File: src/rtl/fifo_rd_stream.sv
// Read-side drain stage for the synchronous FIFO: pops on buffer room, absorbs the
// 1-cycle read latency in a 3-entry skid buffer and presents a valid/ready stream.
package fifo_param_pkg;
    parameter int FIFO_WIDTH = 8;
endpackage

module fifo_rd_stream #(
    parameter int FIFO_WIDTH = fifo_param_pkg::FIFO_WIDTH,
    parameter int CNT_WIDTH  = 16
) (
    input  logic                  clk,
    input  logic                  rst,
    input  logic                  en,
    input  logic                  flush,
    input  logic                  fifo_empty,
    input  logic                  fifo_rd_err,
    input  logic [FIFO_WIDTH-1:0] fifo_rd_data,
    output logic                  fifo_rd_en,
    output logic                  m_valid,
    input  logic                  m_ready,
    output logic [FIFO_WIDTH-1:0] m_data,
    output logic [CNT_WIDTH-1:0]  word_cnt,
    output logic [CNT_WIDTH-1:0]  err_cnt
);

    localparam logic [CNT_WIDTH-1:0]  CNT_ZERO  = {CNT_WIDTH{1'b0}};
    localparam logic [CNT_WIDTH-1:0]  CNT_ONE   = {{(CNT_WIDTH-1){1'b0}}, 1'b1};
    localparam logic [CNT_WIDTH-1:0]  CNT_MAX   = {CNT_WIDTH{1'b1}};
    localparam logic [FIFO_WIDTH-1:0] DATA_ZERO = {FIFO_WIDTH{1'b0}};

    // Buffer pointers walk 0,1,2,0,...
    function automatic logic [1:0] ptr_inc(input logic [1:0] p);
        ptr_inc = (p == 2'd2) ? 2'd0 : (p + 2'd1);
    endfunction

    logic [1:0]            occ_r;
    logic [1:0]            head_r;
    logic [1:0]            tail_r;
    logic                  inf_r;
    logic [FIFO_WIDTH-1:0] mem_r [3];
    logic                  m_valid_r;
    logic [FIFO_WIDTH-1:0] m_data_r;
    logic [CNT_WIDTH-1:0]  word_cnt_r;
    logic [CNT_WIDTH-1:0]  err_cnt_r;

    logic [2:0]            room_s;
    logic                  issue_s;
    logic                  push_s;
    logic                  drop_err_s;
    logic                  pop_s;
    logic [1:0]            occ_nxt_s;
    logic [1:0]            head_nxt_s;
    logic [1:0]            tail_nxt_s;
    logic [FIFO_WIDTH-1:0] mem_nxt_s [3];

    // Issue and capture qualifiers; issue looks only at registered occupancy so
    // it never forms a path from m_ready to fifo_rd_en.
    always_comb begin
        room_s     = {1'b0, occ_r} + {2'b00, inf_r};
        issue_s    = en & ~fifo_empty & ~flush & ~rst & (room_s <= 3'd2);
        push_s     = inf_r & ~fifo_rd_err & ~flush;
        drop_err_s = inf_r & fifo_rd_err & ~flush;
        pop_s      = m_valid_r & m_ready;
    end

    // Next buffer state; flush wins over any push or pop in the same cycle.
    always_comb begin
        mem_nxt_s  = mem_r;
        occ_nxt_s  = occ_r;
        head_nxt_s = head_r;
        tail_nxt_s = tail_r;
        if (flush) begin
            occ_nxt_s  = 2'd0;
            head_nxt_s = 2'd0;
            tail_nxt_s = 2'd0;
        end else begin
            head_nxt_s = pop_s  ? ptr_inc(head_r) : head_r;
            tail_nxt_s = push_s ? ptr_inc(tail_r) : tail_r;
            if (push_s) begin
                mem_nxt_s[tail_r] = fifo_rd_data;
            end else begin
                mem_nxt_s[tail_r] = mem_r[tail_r];
            end
            case ({push_s, pop_s})
                2'b10:   occ_nxt_s = occ_r + 2'd1;
                2'b01:   occ_nxt_s = occ_r - 2'd1;
                default: occ_nxt_s = occ_r;
            endcase
        end
    end

    // State, registered stream outputs and counters.
    always_ff @(posedge clk) begin
        if (rst) begin
            occ_r      <= 2'd0;
            head_r     <= 2'd0;
            tail_r     <= 2'd0;
            inf_r      <= 1'b0;
            m_valid_r  <= 1'b0;
            m_data_r   <= DATA_ZERO;
            word_cnt_r <= CNT_ZERO;
            err_cnt_r  <= CNT_ZERO;
            for (int i = 0; i < 3; i++) begin
                mem_r[i] <= DATA_ZERO;
            end
        end else begin
            occ_r     <= occ_nxt_s;
            head_r    <= head_nxt_s;
            tail_r    <= tail_nxt_s;
            inf_r     <= issue_s;
            mem_r     <= mem_nxt_s;
            m_valid_r <= (occ_nxt_s != 2'd0);
            m_data_r  <= mem_nxt_s[head_nxt_s];
            if (pop_s) begin
                word_cnt_r <= word_cnt_r + CNT_ONE;
            end
            if (drop_err_s && (err_cnt_r != CNT_MAX)) begin
                err_cnt_r <= err_cnt_r + CNT_ONE;
            end
        end
    end

    assign fifo_rd_en = issue_s;
    assign m_valid    = m_valid_r;
    assign m_data     = m_data_r;
    assign word_cnt   = word_cnt_r;
    assign err_cnt    = err_cnt_r;

endmodule

File: config.mk
export PLATFORM = sky130hd
export DESIGN_NAME = fifo_rd_stream
export DESIGN_NICKNAME = d
export VERILOG_FILES = /design/src/rtl/fifo_rd_stream.sv
export SDC_FILE = /design/constraint.sdc
export NUM_CORES = 1
export LEC_CHECK = 0
export ABC_AREA = 0
export BUFFER_PORTS_ARGS = -buffer_cell sky130_fd_sc_hd__buf_2
export CAP_MARGIN = 15
export CELL_PAD_IN_SITES_DETAIL_PLACEMENT = 0
export CELL_PAD_IN_SITES_GLOBAL_PLACEMENT = 1
export CORE_MARGIN = 2
export CORE_UTILIZATION = 42
export CTS_CLUSTER_DIAMETER = 80
export DETAILED_ROUTE_END_ITERATION = 8
export PLACE_DENSITY_LB_ADDON = 0.1
export SYNTH_ARGS = -nofsm -noshare
export SYNTH_HDL_FRONTEND = slang
export SYNTH_SLANG_ARGS = --single-unit
File: constraint.sdc
create_clock -name clk -period 2.6 [get_ports clk]
set_clock_uncertainty 0.2 [all_clocks]
set_input_delay 0.26 -clock clk [delete_from_list [all_inputs] [get_ports clk]]
set_output_delay 0.26 -clock clk [all_outputs]
set_load 0.02 [all_outputs]
==> summary.md, run 1 <==
| Metric | Value |
|---|---|
| Outcome | completed |
| Cell Area, Synth | ~0.0035 mm2 |
| Crit. End Element | output port |
| Starting density of the core | 0.431 |
| Row cnt | 33 |
| Register clock-pin slew on the reported worst setup and hold paths | 70 ps |
| DR iter-0 viols | 143 |
| RSZ-0062 raised after global routing | false |
| CP endpoint | fifo_rd_en |
| CP startpoint | inf_r |
| Average cell area after synthesis | 8.45 um2 |
| Vias in the first global route | 2,936 |
| Yosys reg bits | between 70 and 80 |
| Slew Viols, Final | 0 |
| TritonCTS Buffers | 9 |
| P per Cell Area | slightly above 500 mW/mm2 |
| Distinct cells, synth | 52 |
| Post-layout util | 0.511 |
| Worst r2r path cells | 6 |
| Nets | 499 |
| Synth top area share | 0.409 |
| RD Place Congestion | between 0.7 and 0.8 |
| Latest clock arrival within the worst-skew pair | 340 ps |
| Proportion of layout cells with a drive suffix above 1 | 0.203 |
| Final min period | between 2000 and 2500 ps |
| PortBufs | 56 |
| Die area | 0.00914 mm2 |
| Fmax | 436 MHz |
| Number of routed nets with antenna violations | 0 |
| Synth top area cells | dfxtp_1 (41%), nor2_1 (8.5%), xnor2_1 (5.0%) |
| H-tree depth | 3 |
| WP data required | 2140 ps |
| Final Non-Filler Cells | 588 |
| VDD IR max | about 0.00028 V |
| HP Class | primary input to flip-flop |
| Post-DP HPWL | 5.72 mm |
| FFs w/ async S/R, synth | 0 |
| First-pass GRT wire length | 14.1 mm |
| EDFF count, synth | 0 |
| LEAKAGE | 1.60 nW |
| Layout fillers | 800 |
| Final wirelength | slightly below 9 mm |
| Die H | 95.6 um |
| GRT Residual Overflow | 0 |
| Most numerous cell in the Yosys netlist | nor2_1 |
| Slew margin rel. | 0.608 |
| MaxCap Viol Count | 0 |
| Top_reg_cell synth | dfxtp_1 |
| Worst reg2reg endpoint | m_data[1] |
| Top cells by count, synth | nor2_1 (80), dfxtp_1 (72), nand2_1 (36), a21oi_1 (25), xnor2_1 (20) |
| Final Hold Viols | 0 |
| Yosys top cell by area | dfxtp_1 |
| Via-to-Cell Ratio | about 5.3 |
| RR Startpoint | tail_r[0] |
| CTS max path bufs | 2 |
| Remaining DRCs | 0 |
| Post-CTS setup repair buffer count | 0 |
| Initial antenna violation count | 0 |
| Synth Instances | about 420 |
| Pin count of the biggest net entering global routing | 66 |
| WP data arrival | ~1800 ps |
| WHS | 138 ps |
| Critical path fanouts, max | 3 |
| Worst slew pin tran | 585 ps |
| GR Util All Layers | 0.200 |
| Ant diodes | 0 |
| Layout area overhead | 18.5% |
| Setup_tns | 0 ps |
| Synth Warn # | 0 |
| Seq/Total Area, Yosys | 0.409 |
| CTS sink count | 72 |
| Power Total | 0.00210 W |
| Area of the core | approximately 0.0082 mm2 |
| Clk root buf | clkbuf_8 |
| # IOs | 57 |
| DIE WIDTH | ~96 um |
| DR pass1 iterations | 4 |
| Routed vias | 3,138 |
| Worst Path Class, Setup | flip-flop to output port |
| CP startpoint kind | flip-flop |
| R2R setup slack | 470 ps |
| Post-synth net total | 438 |
| Drt wl/cell | around 15 um |
| Final setup vio count | 0 |
| Final worst-path cycle share | 0.883 |
| Dpl cells | 570 |
| TritonCTS clock tree | built |
flip-flops by register name, indices dropped and copies added (netlist names):
register	cells
err_cnt	16
m_data	8
occ_r	2
word_cnt	16
m_valid	1
mem_r	24
inf_r	1
tail_r	2
head_r	2
layout make-up:
cell class,instances,area [um2],area share
well taps,105,131,0.0315
multi-input cells,314,1950,0.468
clock inverters,5,56.3,0.0135
repair buffers,72,418,0.100
clock buffers,11,141,0.0339
flip-flops and latches,72,1440,0.345
inverters,9,33.8,0.00809
logic make-up (layout without fill, tap and decap cells):
group                    after synthesis  after routing  share of synthesized area
AND/OR/NAND/NOR                      188            188                      0.267
AO/OA/AOI/OAI                         74             74                      0.146
flip-flops                            72             72                      0.409
buffers and inverters                 31             97                     0.0369
XOR/XNOR                              29             29                     0.0721
multiplexers                          17             17                     0.0483
adder cells (fa/ha/maj)                6              6                     0.0213
how the worst min path moves through the flow:
stage / end / cells after the start / slack [ps] / from
4_1_cts: word_cnt[1] / 4 / 120 / m_ready
2_1_floorplan: inf_r / 1 / 140 / fifo_empty
3_3_place_gp: inf_r / 2 / 240 / fifo_empty
6_report: word_cnt[1] / 4 / 140 / m_ready
5_1_grt: word_cnt[1] / 4 / 150 / m_ready
3_5_place_dp: inf_r / 2 / 240 / fifo_empty
stage by stage:
step / worst slack (ps) / instance area, um2
floorplan: 471 / 3520
global placement: 544 / 3960
detailed placement: 508 / 3960
CTS: 292 / 4180
global route: 132 / 4180
finish: 304 / 4180
cells in the final DEF, fill, tap and decap left out, drive strengths merged, types with 8 or more instances in the layout:
master | netlist | final
nor3 | 8 | 8
clkbuf | 12 | 11
nand3 | 10 | 10
xor2 | 9 | 9
or2 | 10 | 10
buf | 10 | 70
nand4 | 8 | 8
xnor2 | 20 | 20
a211oi | 15 | 15
a21oi | 25 | 25
dfxtp | 72 | 72
nand2 | 36 | 36
nor2 | 80 | 80
a31oi | 8 | 8
mux2i | 17 | 17
inv | 9 | 9
repair_timing:
action	in CTS	in global routing
gates resized for setup	0	0
hold buffers	2	0
endpoints found under the hold margin	1	0
where the power goes:
part           internal, W  total (W)  switching, W
Clock             0.000468   0.000894      0.000426
Combinational    0.0000346  0.0000957     0.0000612
Sequential         0.00111    0.00111    0.00000327
critical path, cell delays in order, from the launching register on:
cell and delay (ps):
dfxtp_1 410, ha_1 200, inv_1 40, ha_1 260, a21oi_1 80, nor4b_1 290
buf_2 220
per-layer routing:
metal / wire [um] / global-route usage / vias up
li1: - / - / 1578
met1: 4150 / 0.268 / 1474
met2: 3960 / 0.318 / 77
met3: 466 / 0.0379 / 9
met4: 113 / 0.0798 / 0
met5: 0 / 0 / -
Power figures use the tool's default switching activity.
==> run 2, diff against run 1 <==
--- a/config.mk
+++ b/config.mk
@@ -5,13 +5,13 @@
 export SDC_FILE = /design/constraint.sdc
 export NUM_CORES = 1
 export LEC_CHECK = 0
-export ABC_AREA = 0
+export ABC_AREA = 1
 export BUFFER_PORTS_ARGS = -buffer_cell sky130_fd_sc_hd__buf_2
 export CAP_MARGIN = 15
 export CELL_PAD_IN_SITES_DETAIL_PLACEMENT = 0
 export CELL_PAD_IN_SITES_GLOBAL_PLACEMENT = 1
 export CORE_MARGIN = 2
-export CORE_UTILIZATION = 42
+export CORE_UTILIZATION = 40
 export CTS_CLUSTER_DIAMETER = 80
 export DETAILED_ROUTE_END_ITERATION = 8
 export PLACE_DENSITY_LB_ADDON = 0.1
==> summary.md, run 2 <==
| Metric | Value |
|---|---|
| Outcome | completed |
| Slew Viols, Final | 0 (unchanged) |
| Largest family of logic cells by synthesized area | simple AND/OR/NAND/NOR gates |
| Final setup vio count | 0 (unchanged) |
| Row cnt | 35 (+6.1%) |
| Worst path buffer plus inverter count | 2 (unchanged) |
| Via-to-Cell Ratio | 4.94 (-7.4%) |
| TritonCTS Buffers | 9 (unchanged) |
| Worst slew pin tran | 547 ps (-38.1 ps) |
| Synth top area cells | dfxtp_1 (39%), nand2_1 (23%), a21oi_1 (6.0%) |
| Post-synth net total | 595 (+36%) |
| GR Util All Layers | 0.199 (-0.00155) |
| Number of routed nets with antenna violations | 0 (unchanged) |
| Hold Path Origin | rst |
| Adder-cell share of the synthesized area | 0.0203 (-0.000981) |
| Remaining DRCs | 0 (unchanged) |
| CP delay by family, top | adder cells |
| Slew margin rel. | 0.635 (+0.0271) |
| Final min period | 2280 ps (-20.0 ps) |
| Leading cell type in the layout, fill and taps excluded | nand2_1 |
| Pin count of the biggest net entering global routing | 30 (-55%) |
| Drt wl/cell | 12.6 um (-15%) |
| Layout area overhead | 17.1% |
| Latest clock arrival within the worst-skew pair | 350 ps (about the same) |
| Post-layout util | 0.475 (-0.0358) |
| Area of the core | 0.00911 mm2 (+11%) |
| Yosys reg bits | 72 (unchanged) |
| Final Hold Viols | 0 (unchanged) |
| Clock network power share | 0.440 (+0.015) |
| Die H | 100 um (+4.7%) |
| Die area | 0.0100 mm2 (+9.6%) |
| DR pass1 iterations | 4 (unchanged) |
| Top cells by count, synth | nand2_1 (222), dfxtp_1 (72), inv_1 (49), nor2_1 (46), a21oi_1 (44) |
| CP startpoint | occ_r[0] |
| FFs w/ async S/R, synth | 0 (unchanged) |
| Seq/Total Area, Yosys | 0.390 (-0.0188) |
| Average cell area after synthesis | 6.44 um2 (-24%) |
| Starting density of the core | 0.406 (-0.0255) |
| Proportion of layout cells with a drive suffix above 1 | 0.150 (-0.0524) |
| Worst r2r path cells | 6 (unchanged) |
| Nets | 654 (+31%) |
| Placed cell area | 0.00410 mm2 (+3.5%) |
| Worst Path Class, Setup | flip-flop to output port |
| EDFF count, synth | 0 (unchanged) |
| Synth Warn # | 0 (unchanged) |
| CP startpoint kind | flip-flop |
| Distinct cells, synth | 28 (-46%) |
| WHS Path Cells | 2 (-2) |
| Final Cell Area | 0.00433 mm2 (+3.6%) |
| RSZ-0062 raised after global routing | false |
| R2R setup slack | 510 ps (+40 ps) |
| Power share of the combinational group | 0.036 (-0.010) |
| Largest register FFs | 24 (unchanged) |
| Final wirelength | 9.44 mm (+8.7%) |
| Setup_tns | 0 ps (unchanged) |
| TritonCTS clock tree | built |
| P per Cell Area | 488 mW/mm2 (-3.0%) |
| CTS max path bufs | 2 (unchanged) |
| Register share of total power | 0.524 (-0.005) |
| PortBufs | 56 (unchanged) |
| Post-DP HPWL | 6.60 mm (+15%) |
| Clk root buf | clkbuf_8 |
| Power Total | 0.00211 W (+0.51%) |
| Reg area | 0.00144 mm2 (unchanged) |
| Synth top area share | 0.390 (-0.0188) |
| Multiplexer share of the synthesized area | 0 (-0.0483) |
| Register clock-pin slew on the reported worst setup and hold paths | 80 ps (about the same) |
| Crit-path max cell delay | 390 ps (-20 ps) |
| H-tree depth | 3 (unchanged) |
| Initial antenna violation count | 0 (unchanged) |
| # IOs | 57 (unchanged) |
| WP data arrival | 1820 ps (-20 ps) |
| Synth Area in XOR/XNOR | 0.0190 (-0.0531) |
| Synth Instances | 574 (+38%) |
| GRT Residual Overflow | 0 (unchanged) |
| Number of stages on the worst setup path | 6 (unchanged) |
| Switch share | 0.232 (-0.00102) |
| Final Non-Filler Cells | 750 (+28%) |
| Routed vias | 3,706 (+18%) |
| Top_reg_cell synth | dfxtp_1 |
| WP data required | 2140 ps (about the same) |
| Cell Area, Synth | 0.00369 mm2 (+4.8%) |
| Most frequent cells in the layout | nand2_1 (222), dfxtp_1 (72), buf_2 (56) |
| Dpl cells | 731 (+28%) |
| Layout fillers | 994 (+24%) |
| DIE WIDTH | 100 um (+4.7%) |
| LEAKAGE | 1.92 nW (+20%) |
| Int Pwr | 0.00162 W (+0.64%) |
| Cells along the critical path | ha_1 -> inv_1 -> ha_1 -> nor3b_1 -> o2111a_1 -> buf_2 |
| Critical path fanouts, max | 4 (+1) |
| Fmax | 439 MHz (+0.88%) |
| Yosys top cell by area | dfxtp_1 |
| VDD IR max | 0.000221 V (-22%) |
| First-pass GRT wire length | 16.1 mm (+14%) |
| Most numerous cell in the Yosys netlist | nand2_1 |
| Switching power | 0.000491 W (about the same) |
| Vias in the first global route | 3,462 (+18%) |
| Area of the multi-input gates | 0.00196 mm2 (+0.45%) |
| RR Startpoint | occ_r[0] |
| HP Class | primary input to flip-flop |
| CTS sink count | 72 (unchanged) |
| Crit. End Element | output port |
| Synth Area in Compound Gates | 0.124 (-0.0216) |
| DR iter-0 viols | 117 (-18%) |
| MaxCap Viol Count | 0 (unchanged) |
| Final worst-path cycle share | 0.875 (-0.00771) |
| Crit-path most repeated cell | ha_1 |
| CP max-delay cell | dfxtp_1 |
| Post-CTS sizing | 0 (unchanged) |
| RD Place Congestion | 0.782 (+0.75%) |
| Biggest register | mem_r |
| Post-Synth Simple-Gate Area | 0.366 (+0.0995) |
## run 2: metrics by stage
step	setup WS (ps)	hold slack [ps]
finish	324	57.0
global route	181	57.2
global placement	618	264
detailed placement	591	269
floorplan	613	212
CTS	304	48.2
## run 2: worst register-to-register path: stages, from the launching register on
cell           delay [ps]
dfxtp_1               390
ha_1                  190
inv_1                  50
ha_1                  250
nor3b_1               140
o2111a_1              220
dlygate4sd3_1         550
## run 2: cells by family (layout without fill, tap and decap cells)
logic type               Yosys count  count (layout)
AND/OR/NAND/NOR                  330             330
AO/OA/AOI/OAI                     85              85
buffers and inverters             73             137
flip-flops                        72              72
XOR/XNOR                           8               8
adder cells (fa/ha/maj)            6               6
other                              0               1
## run 2: repair_timing
| action | in CTS | in global routing |
|---|---|---|
| hold endpoints to repair | 1 | 0 |
| buffers inserted | 0 | 0 |
| hold buffers | 2 | 0 |
## run 2: path summary, 6_finish.rpt
check / endpoint
setup / recovery: fifo_rd_en
hold / removal: mem_r[6]
setup reg to reg: inf_r
hold reg to reg: word_cnt[8]
## run 2: cell type report
type                            count  share of cell area
Antenna cell                        1            0.000579
Clock buffer                       11              0.0350
Clock inverter                      5              0.0127
Inverter                           53              0.0460
Multi-Input combinational cell    429               0.454
Sequential cell                    72               0.333
Tap cell                          111              0.0321
Timing Repair Buffer               68              0.0868
## run 2: per-layer routing
layer  vias up  GRT usage  share of wire  wire length, um
met4         0     0.0611          0.013              127
li1       1955          -              -                -
met5         -          0              0                0
met3        12     0.0474          0.044              411
met2        62      0.340           0.47             4450
met1      1677      0.248           0.47             4450
## run 2: power groups by stage
stage               Sequential (W)  Combinational (W)  Clock [W]
floorplan                  0.00113          0.0000393          0
global placement           0.00113          0.0000746          0
detailed placement         0.00113          0.0000746          0
CTS                        0.00111          0.0000765   0.000958
global route               0.00111          0.0000850    0.00101
finish                     0.00111          0.0000757   0.000930
